--- src/rtl/seg_decode.sv ---
// ============================================================================
// Module   : seg_decode
// Purpose  : Recovers a hex nibble from a stable 7-segment pattern and reports
//            each distinct stable pattern once. Optional macro SEG_BLANK_EN
//            accepts the all-off pattern as a legal blank.
// Revision : 1.0 - initial release
// ============================================================================
`default_nettype none

module seg_decode #(
    parameter int STABLE_CYCLES = 4
) (
    input  logic       i_clk,
    input  logic       i_rst,
    input  logic [6:0] i_seg,
    output logic       o_vld,
    output logic [3:0] o_hex,
    output logic       o_err,
    output logic       o_blank,
    output logic [7:0] o_err_cnt
);

    localparam logic [7:0] C_LAST_CNT = 8'(STABLE_CYCLES - 1);

    typedef enum logic [0:0] {
        S_TRACK = 1'b0,
        S_HOLD  = 1'b1
    } state_t;

    state_t     r_state, w_state_nxt;
    logic [6:0] r_seg_q;
    logic [6:0] r_cand, w_cand_nxt;
    logic [7:0] r_cnt, w_cnt_nxt;
    logic [6:0] r_last;
    logic       r_have_last;
    logic       w_done;
    logic       w_report;
    logic [3:0] w_hex;
    logic       w_err;
`ifdef SEG_BLANK_EN
    logic       w_blank;
`endif

    always_comb begin
        w_hex = 4'h0;
        w_err = 1'b0;
        case (r_cand)
            7'h7E: w_hex = 4'h0;
            7'h30: w_hex = 4'h1;
            7'h6D: w_hex = 4'h2;
            7'h79: w_hex = 4'h3;
            7'h33: w_hex = 4'h4;
            7'h5B: w_hex = 4'h5;
            7'h5F: w_hex = 4'h6;
            7'h70: w_hex = 4'h7;
            7'h7F: w_hex = 4'h8;
            7'h7B: w_hex = 4'h9;
            7'h77: w_hex = 4'hA;
            7'h1F: w_hex = 4'hB;
            7'h4E: w_hex = 4'hC;
            7'h3D: w_hex = 4'hD;
            7'h4F: w_hex = 4'hE;
            7'h47: w_hex = 4'hF;
            default: w_err = 1'b1;
        endcase
`ifdef SEG_BLANK_EN
        w_blank = 1'b0;
        if (r_cand == 7'h00) begin
            w_err   = 1'b0;
            w_blank = 1'b1;
        end
`endif
    end

    // A mismatch always wins over a completing count, so a change on the
    // completion edge cancels the report.
    always_comb begin
        w_state_nxt = r_state;
        w_cand_nxt  = r_cand;
        w_cnt_nxt   = r_cnt;
        w_done      = 1'b0;
        w_report    = 1'b0;
        if (r_seg_q != r_cand) begin
            w_cand_nxt  = r_seg_q;
            w_cnt_nxt   = 8'd0;
            w_state_nxt = S_TRACK;
        end else if (r_state == S_TRACK) begin
            if (r_cnt == C_LAST_CNT) begin
                w_state_nxt = S_HOLD;
                w_done      = 1'b1;
                w_report    = !r_have_last || (r_cand != r_last);
            end else begin
                w_cnt_nxt = r_cnt + 8'd1;
            end
        end
    end

    always_ff @(posedge i_clk) begin
        if (i_rst) begin
            r_state     <= S_TRACK;
            r_seg_q     <= 7'h00;
            r_cand      <= 7'h00;
            r_cnt       <= 8'd0;
            r_last      <= 7'h00;
            r_have_last <= 1'b0;
            o_vld       <= 1'b0;
            o_hex       <= 4'h0;
            o_err       <= 1'b0;
            o_err_cnt   <= 8'd0;
        end else begin
            r_state <= w_state_nxt;
            r_seg_q <= i_seg;
            r_cand  <= w_cand_nxt;
            r_cnt   <= w_cnt_nxt;
            o_vld   <= w_report;
            if (w_done) begin
                r_last      <= r_cand;
                r_have_last <= 1'b1;
            end
            if (w_report) begin
                o_hex <= w_hex;
                o_err <= w_err;
                if (w_err && (o_err_cnt != 8'hFF))
                    o_err_cnt <= o_err_cnt + 8'd1;
            end
        end
    end

`ifdef SEG_BLANK_EN
    always_ff @(posedge i_clk) begin
        if (i_rst)
            o_blank <= 1'b0;
        else if (w_report)
            o_blank <= w_blank;
    end
`else
    assign o_blank = 1'b0;
`endif

endmodule

`default_nettype wire
--- config.mk ---
export PLATFORM = sky130hd
export DESIGN_NAME = seg_decode
export DESIGN_NICKNAME = d
export VERILOG_FILES = /design/src/rtl/seg_decode.sv
export SDC_FILE = /design/constraint.sdc
export NUM_CORES = 1
export LEC_CHECK = 0
export BUFFER_PORTS_ARGS = -buffer_cell sky130_fd_sc_hd__buf_2
export CAP_MARGIN = 20
export CELL_PAD_IN_SITES_DETAIL_PLACEMENT = 0
export CELL_PAD_IN_SITES_GLOBAL_PLACEMENT = 1
export CORE_MARGIN = 2
export CORE_UTILIZATION = 28
export CTS_CLUSTER_SIZE = 14
export DETAILED_ROUTE_END_ITERATION = 8
export GPL_TIMING_DRIVEN = 0
export PLACE_DENSITY_LB_ADDON = 0.05
export RECOVER_POWER = 50
export SLEW_MARGIN = 10
export SYNTH_ARGS = -nofsm -noshare
export SYNTH_HDL_FRONTEND = slang
export SYNTH_SLANG_ARGS = --single-unit
--- constraint.sdc ---
create_clock -name i_clk -period 2.8 [get_ports i_clk]
set_clock_uncertainty 0.1 [all_clocks]
set_input_delay 0.84 -clock i_clk [delete_from_list [all_inputs] [get_ports i_clk]]
set_output_delay 0.84 -clock i_clk [all_outputs]
set_load 0.005 [all_outputs]
Word level (Yosys, flattened, before mapping)
Index checks and enable logic that the tools add are counted.

Register bits after elaboration: 45. Input port bits: 9. Output and inout port bits: 15. Logic and storage cells: 50.

Add/sub/neg operators: 2. Eq/ne operators: 20. Muxes and demuxes: 9. Bitwise gates (word level): 2. Reductions and logical operators: 7.

Operator list (number): equality test 7 bit, second input constant (12); one-hot mux 4 bit (15 select lines) (1); equality test 7 x 6 -> 1 bit, second input constant (3); adder 8 x 1 -> 8 bit, second input constant (2); OR reduction 16 bit (1); inequality test 7 bit (2); equality test 8 x 2 -> 1 bit, second input constant (1); two-way mux 1 bit (8); inequality test 8 bit, second input constant (1); equality test 7 x 5 -> 1 bit, second input constant (1); AND reduction 2 bit (2); inverter 1 bit (2); OR reduction 2 bit (1); logical AND 1 bit (1); logical NOT 1 bit (1); logical OR 1 bit (1).

Logic depth before layout (Yosys ltp)
Depth after elaboration: 6. Mapped depth: 9.

Least setup slack after synthesis
Ideal clock, no wire load.

Path type: reg-to-reg. From: register r_cnt[0]. To: register o_err_cnt[2]. Arrival: 2012 ps. Data required time: 2630 ps. Slack: 618 ps. Cell stages (with the launch flop): 9. Buffers on the path: 1. Cells stage by stage: dfxtp_1 ha_1 nor4b_2 nand2_1 nor4_4 nand3b_2 buf_6 or4_1 a21oi_1.

Longest elaborated chain between the ends: 5.

Ends and longest elaborated chain: start: declaration (RTL line 33) `logic [7:0] r_cnt, w_cnt_nxt;`; start signal: assignment (RTL line 114) `r_cnt <= w_cnt_nxt;`; equality test 8 x 2 -> 1 bit (RTL line 88) `if (r_cnt == C_LAST_CNT) begin`; two-way mux 1 bit (RTL line 88); two-way mux 1 bit (RTL line 87) `end else if (r_state == S_TRACK) begin`; two-way mux 1 bit (RTL line 83) `if (r_seg_q != r_cand) begin`; AND reduction 2 bit (no line); end signal: assignment (RTL line 124) `o_err_cnt <= o_err_cnt + 8'd1;`; end: declaration (RTL line 20) `output logic [7:0] o_err_cnt`.

No other way between the ends. A chain may end at the register's enable or synchronous reset.

Worst setup path in the final report
From: register r_cnt[0]. To: register o_err_cnt[7].

Same word-level chain as after synthesis.

==> metrics.md <==
| Metric | Value |
|---|---|
| First-pass GRT wire length | 8340 um |
| Status | completed |
| Vias/cell | about 4.7 |
| Via count | 1828 |
| Worst r2r src | r_cnt[0] |
| Most frequent cells in the layout | dfxtp_1, nand2_1, buf_2 |
| Avg WL per Cell | between 10 and 15 um |
| Leak Pwr | between 0.9 and 1 nW |
| Crit share post-route | 86.5% |
| Max FO, Critical Path | 10 |
| Drt drc | 0 |
| Async SR Flop Fraction | 0% |
| Met2 wire len | about 2200 um |
| Synth Area per Inst | between 8 and 9 sq um |
| Worst path required time | slightly below 3 ns |
| Peak Freq | 413 MHz |
| Initial antenna violation count | 0 |
| Crit start category | flop |
| Die W | 94.0 um |
| WL met3 | approximately 190 um |
| Synth top area share | about two fifths |
| Final net count | 296 |
| CTS Buffer Depth | 2 |
| Number of DRC markers in iteration 0 | 68 |
| Post-Syn Area | 0.00227 sq mm |
| Clk root buf | clkbuf_8 |
| Post-CTS repair timing setup buffer count | 0 |
| Slowest CP cell | or4_1 |
| 1st-pass router iterations | 5 |
| Worst-path cell chain | ha_1 -> nor4b_2 -> nand2_1 -> nor4_4 -> buf_4 -> nand3b_2 -> buf_6 -> or4_1 -> a21oi_1 |
| Max VDD drop | 265 uV |
| Layout cells sized above 1 | between 10% and 20% |
| Antenna cell count | 0 |
| Ys Warns | 0 |
| Syn nets | 264 |
| Tmin final | about 2.4 ns |
| Clock latency at the later pin of the worst-skew pair | 0.29 ns |
| Reg2reg end | o_err_cnt[7] |
| HPWL after detailed placement | 3510 um |
| Setup TNS | 0 ns |
| Netlist cell types | 49 |
| Layout area overhead | 16.5% |
| Mapped Cells | 253 |
| Gr usage total | 12.0% |
| Crit path DAT | 2.55 ns |
| Slew headroom | a little over three fifths |
| Gr ovfl total | 0 |
| CTS resizes | 0 |
| CP bufs+invs | 2 |
| Core footprint | 0.00777 sq mm |
| Top post-synthesis cells by area | dfxtp_1, a21oi_1, xnor2_1, nand2_1, nor2b_1 |
| Ys flop type | dfxtp_1 |
| Worst-Margin Slew | between 0.5 and 0.6 ns |
| Final setup violation count | 0 |
| Most common cell after layout, fill and taps aside | dfxtp_1 |
| Largest net degree at the start of global routing | 14 |
| Reg2Reg Depth | 9 |
| Hold Path Stages | 2 |
| EDFF count, synth | 0 |
| Filler instances | about 820 |
| Port bufs | 21 |
| H-tree Lvls | 2 |
| CP endpoint kind | flop |
| Clock Sink Count | 45 |
| Critical path origin | r_cnt[0] |
| R2r setup slk | 0.38 ns |
| Hold Path End | r_last[0] |
| Antenna Violating Nets Remaining | 0 |
| Vias in the first global route | 1688 |
| Seq cells post-synth | 45 |
| CTS tree | built |
| GPL Wtd Cong | 0.793 |
| RSZ-0062 raised after global routing | false |
| Initial Utilization | 29.2% |
| Detailed-route wire length | 4950 um |
| Final Hold Fails | 0 |
| Final Max Slew Viols | 0 |
| Hold Path Class | flop to flop |
| Max layer used | met4 |
| Num CTS Buffers | 5 |
| Post-synth top area cell | dfxtp_1 |
| Post-CTS Hold Buffers | 0 |
| HP Start | r_last[0] |
| Power Density | 476 mW/mm^2 |
| Die Span Y | 94.0 um |
| Max-cap viol count | 0 |
| Clock slew at the register clock pins of the worst setup and hold paths | 0.09 ns |
| Io pins | 24 |
| CP top delay family | simple AND/OR/NAND/NOR gates |
| Hold slack | 0.370 ns |
| Die area | 0.00883 sq mm |
| WS Path Type | flop to flop |
| Rows | 32 |
| Max incr delay on CP | 0.39 ns |
| Sequential area share after synthesis | 39.7% |
| Wl on met1 | 2510 um |
[state kept, by name, indices dropped and copies added (netlist names)]
name	cells
o_err	1
o_err_cnt	8
o_hex	4
o_vld	1
r_cand	7
r_cnt	8
r_have_last	1
r_last	7
r_seg_q	7
r_state	1
[kinds of logic (layout without fill, tap and decap cells)]
family | Yosys count | in the layout | share of synthesized area [%]
other cells | 1 | 1 | 0.165
compound gates | 48 | 48 | 13.1
mux | 1 | 1 | 0.442
flops | 45 | 45 | 39.7
buf+inv | 23 | 56 | 6.40
xor+xnor | 23 | 23 | 11.0
fa+ha+maj | 2 | 2 | 1.10
simple gates | 110 | 110 | 28.0
[worst max path at each step]
stage                        end  cells after the start
floorplan           o_err_cnt[2]                      8
global placement    o_err_cnt[7]                      8
detailed placement  o_err_cnt[2]                      8
CTS                 o_err_cnt[7]                      8
global route        o_err_cnt[2]                      9
finish              o_err_cnt[7]                      9
[synthesized netlist by cell type, types with 2 or more instances]
library cell  instances
dfxtp_1              45
nand2_1              24
a21oi_1              21
nor2_1               18
nor2b_1              14
xnor2_1              12
nand3_1               8
and3_1                6
buf_4                 6
nand4_1               6
o31ai_1               6
or4_1                 6
xor2_1                6
buf_2                 5
clkbuf_1              5
nor3_1                5
o21ai_0               5
a211oi_1              4
a31oi_1               4
buf_6                 4
xnor2_2               4
o32ai_1               3
or3_1                 3
or3b_1                3
and4b_1               2
ha_1                  2
inv_1                 2
nand2b_1              2
nor4_1                2
[where the power goes]
| group | internal [W] | switching [W] | total [W] |
|---|---|---|---|
| logic | 0.0000424 | 0.0000503 | 0.0000926 |
| clock network | 0.000291 | 0.000217 | 0.000508 |
| registers | 0.000649 | 0.00000811 | 0.000658 |
| total | 0.000983 | 0.000275 | 0.00126 |
[cell type report]
type	count	area [sq um]	share of cell area, %
inverter	2	7.51	0.284
timing repair buffer	25	130	4.93
sequential	45	901	34.1
tap	102	128	4.83
buffer	21	138	5.21
clock inverter	1	30.0	1.14
multi-input combinational	185	1220	46.2
clock buffer	7	86.3	3.27
[per-layer routing]
layer | GRT usage [%] | vias up
met5 | 0 | -
met4 | 3.26 | 0
met3 | 2.73 | 2
met2 | 18.6 | 34
met1 | 16.6 | 834
li1 | - | 958
[stage by stage]
step / utilization [%] / setup WS (ns) / instance area (sq um) / power, W / cells
final: 34.0 / 0.379 / 2640 / 0.00126 / 388
after global routing: 34.0 / 0.162 / 2640 / 0.00132 / 388
after CTS: 33.7 / 0.231 / 2620 / 0.00128 / 384
after detailed placement: 32.2 / 0.257 / 2500 / 0.000767 / 376
after global placement: 32.2 / 0.190 / 2500 / 0.000767 / 376
after floorplan: - / 0.618 / 2270 / 0.000744 / 253
[worst reg2reg max path, stage by stage, from the launching register on]
cell      delay [ns]
dfxtp_1         0.38
ha_1            0.23
nor4b_2         0.25
nand2_1         0.14
nor4_4          0.26
buf_4           0.18
nand3b_2        0.12
buf_6           0.16
or4_1           0.39
a21oi_1         0.15
(Power assumes the default switching activity.)
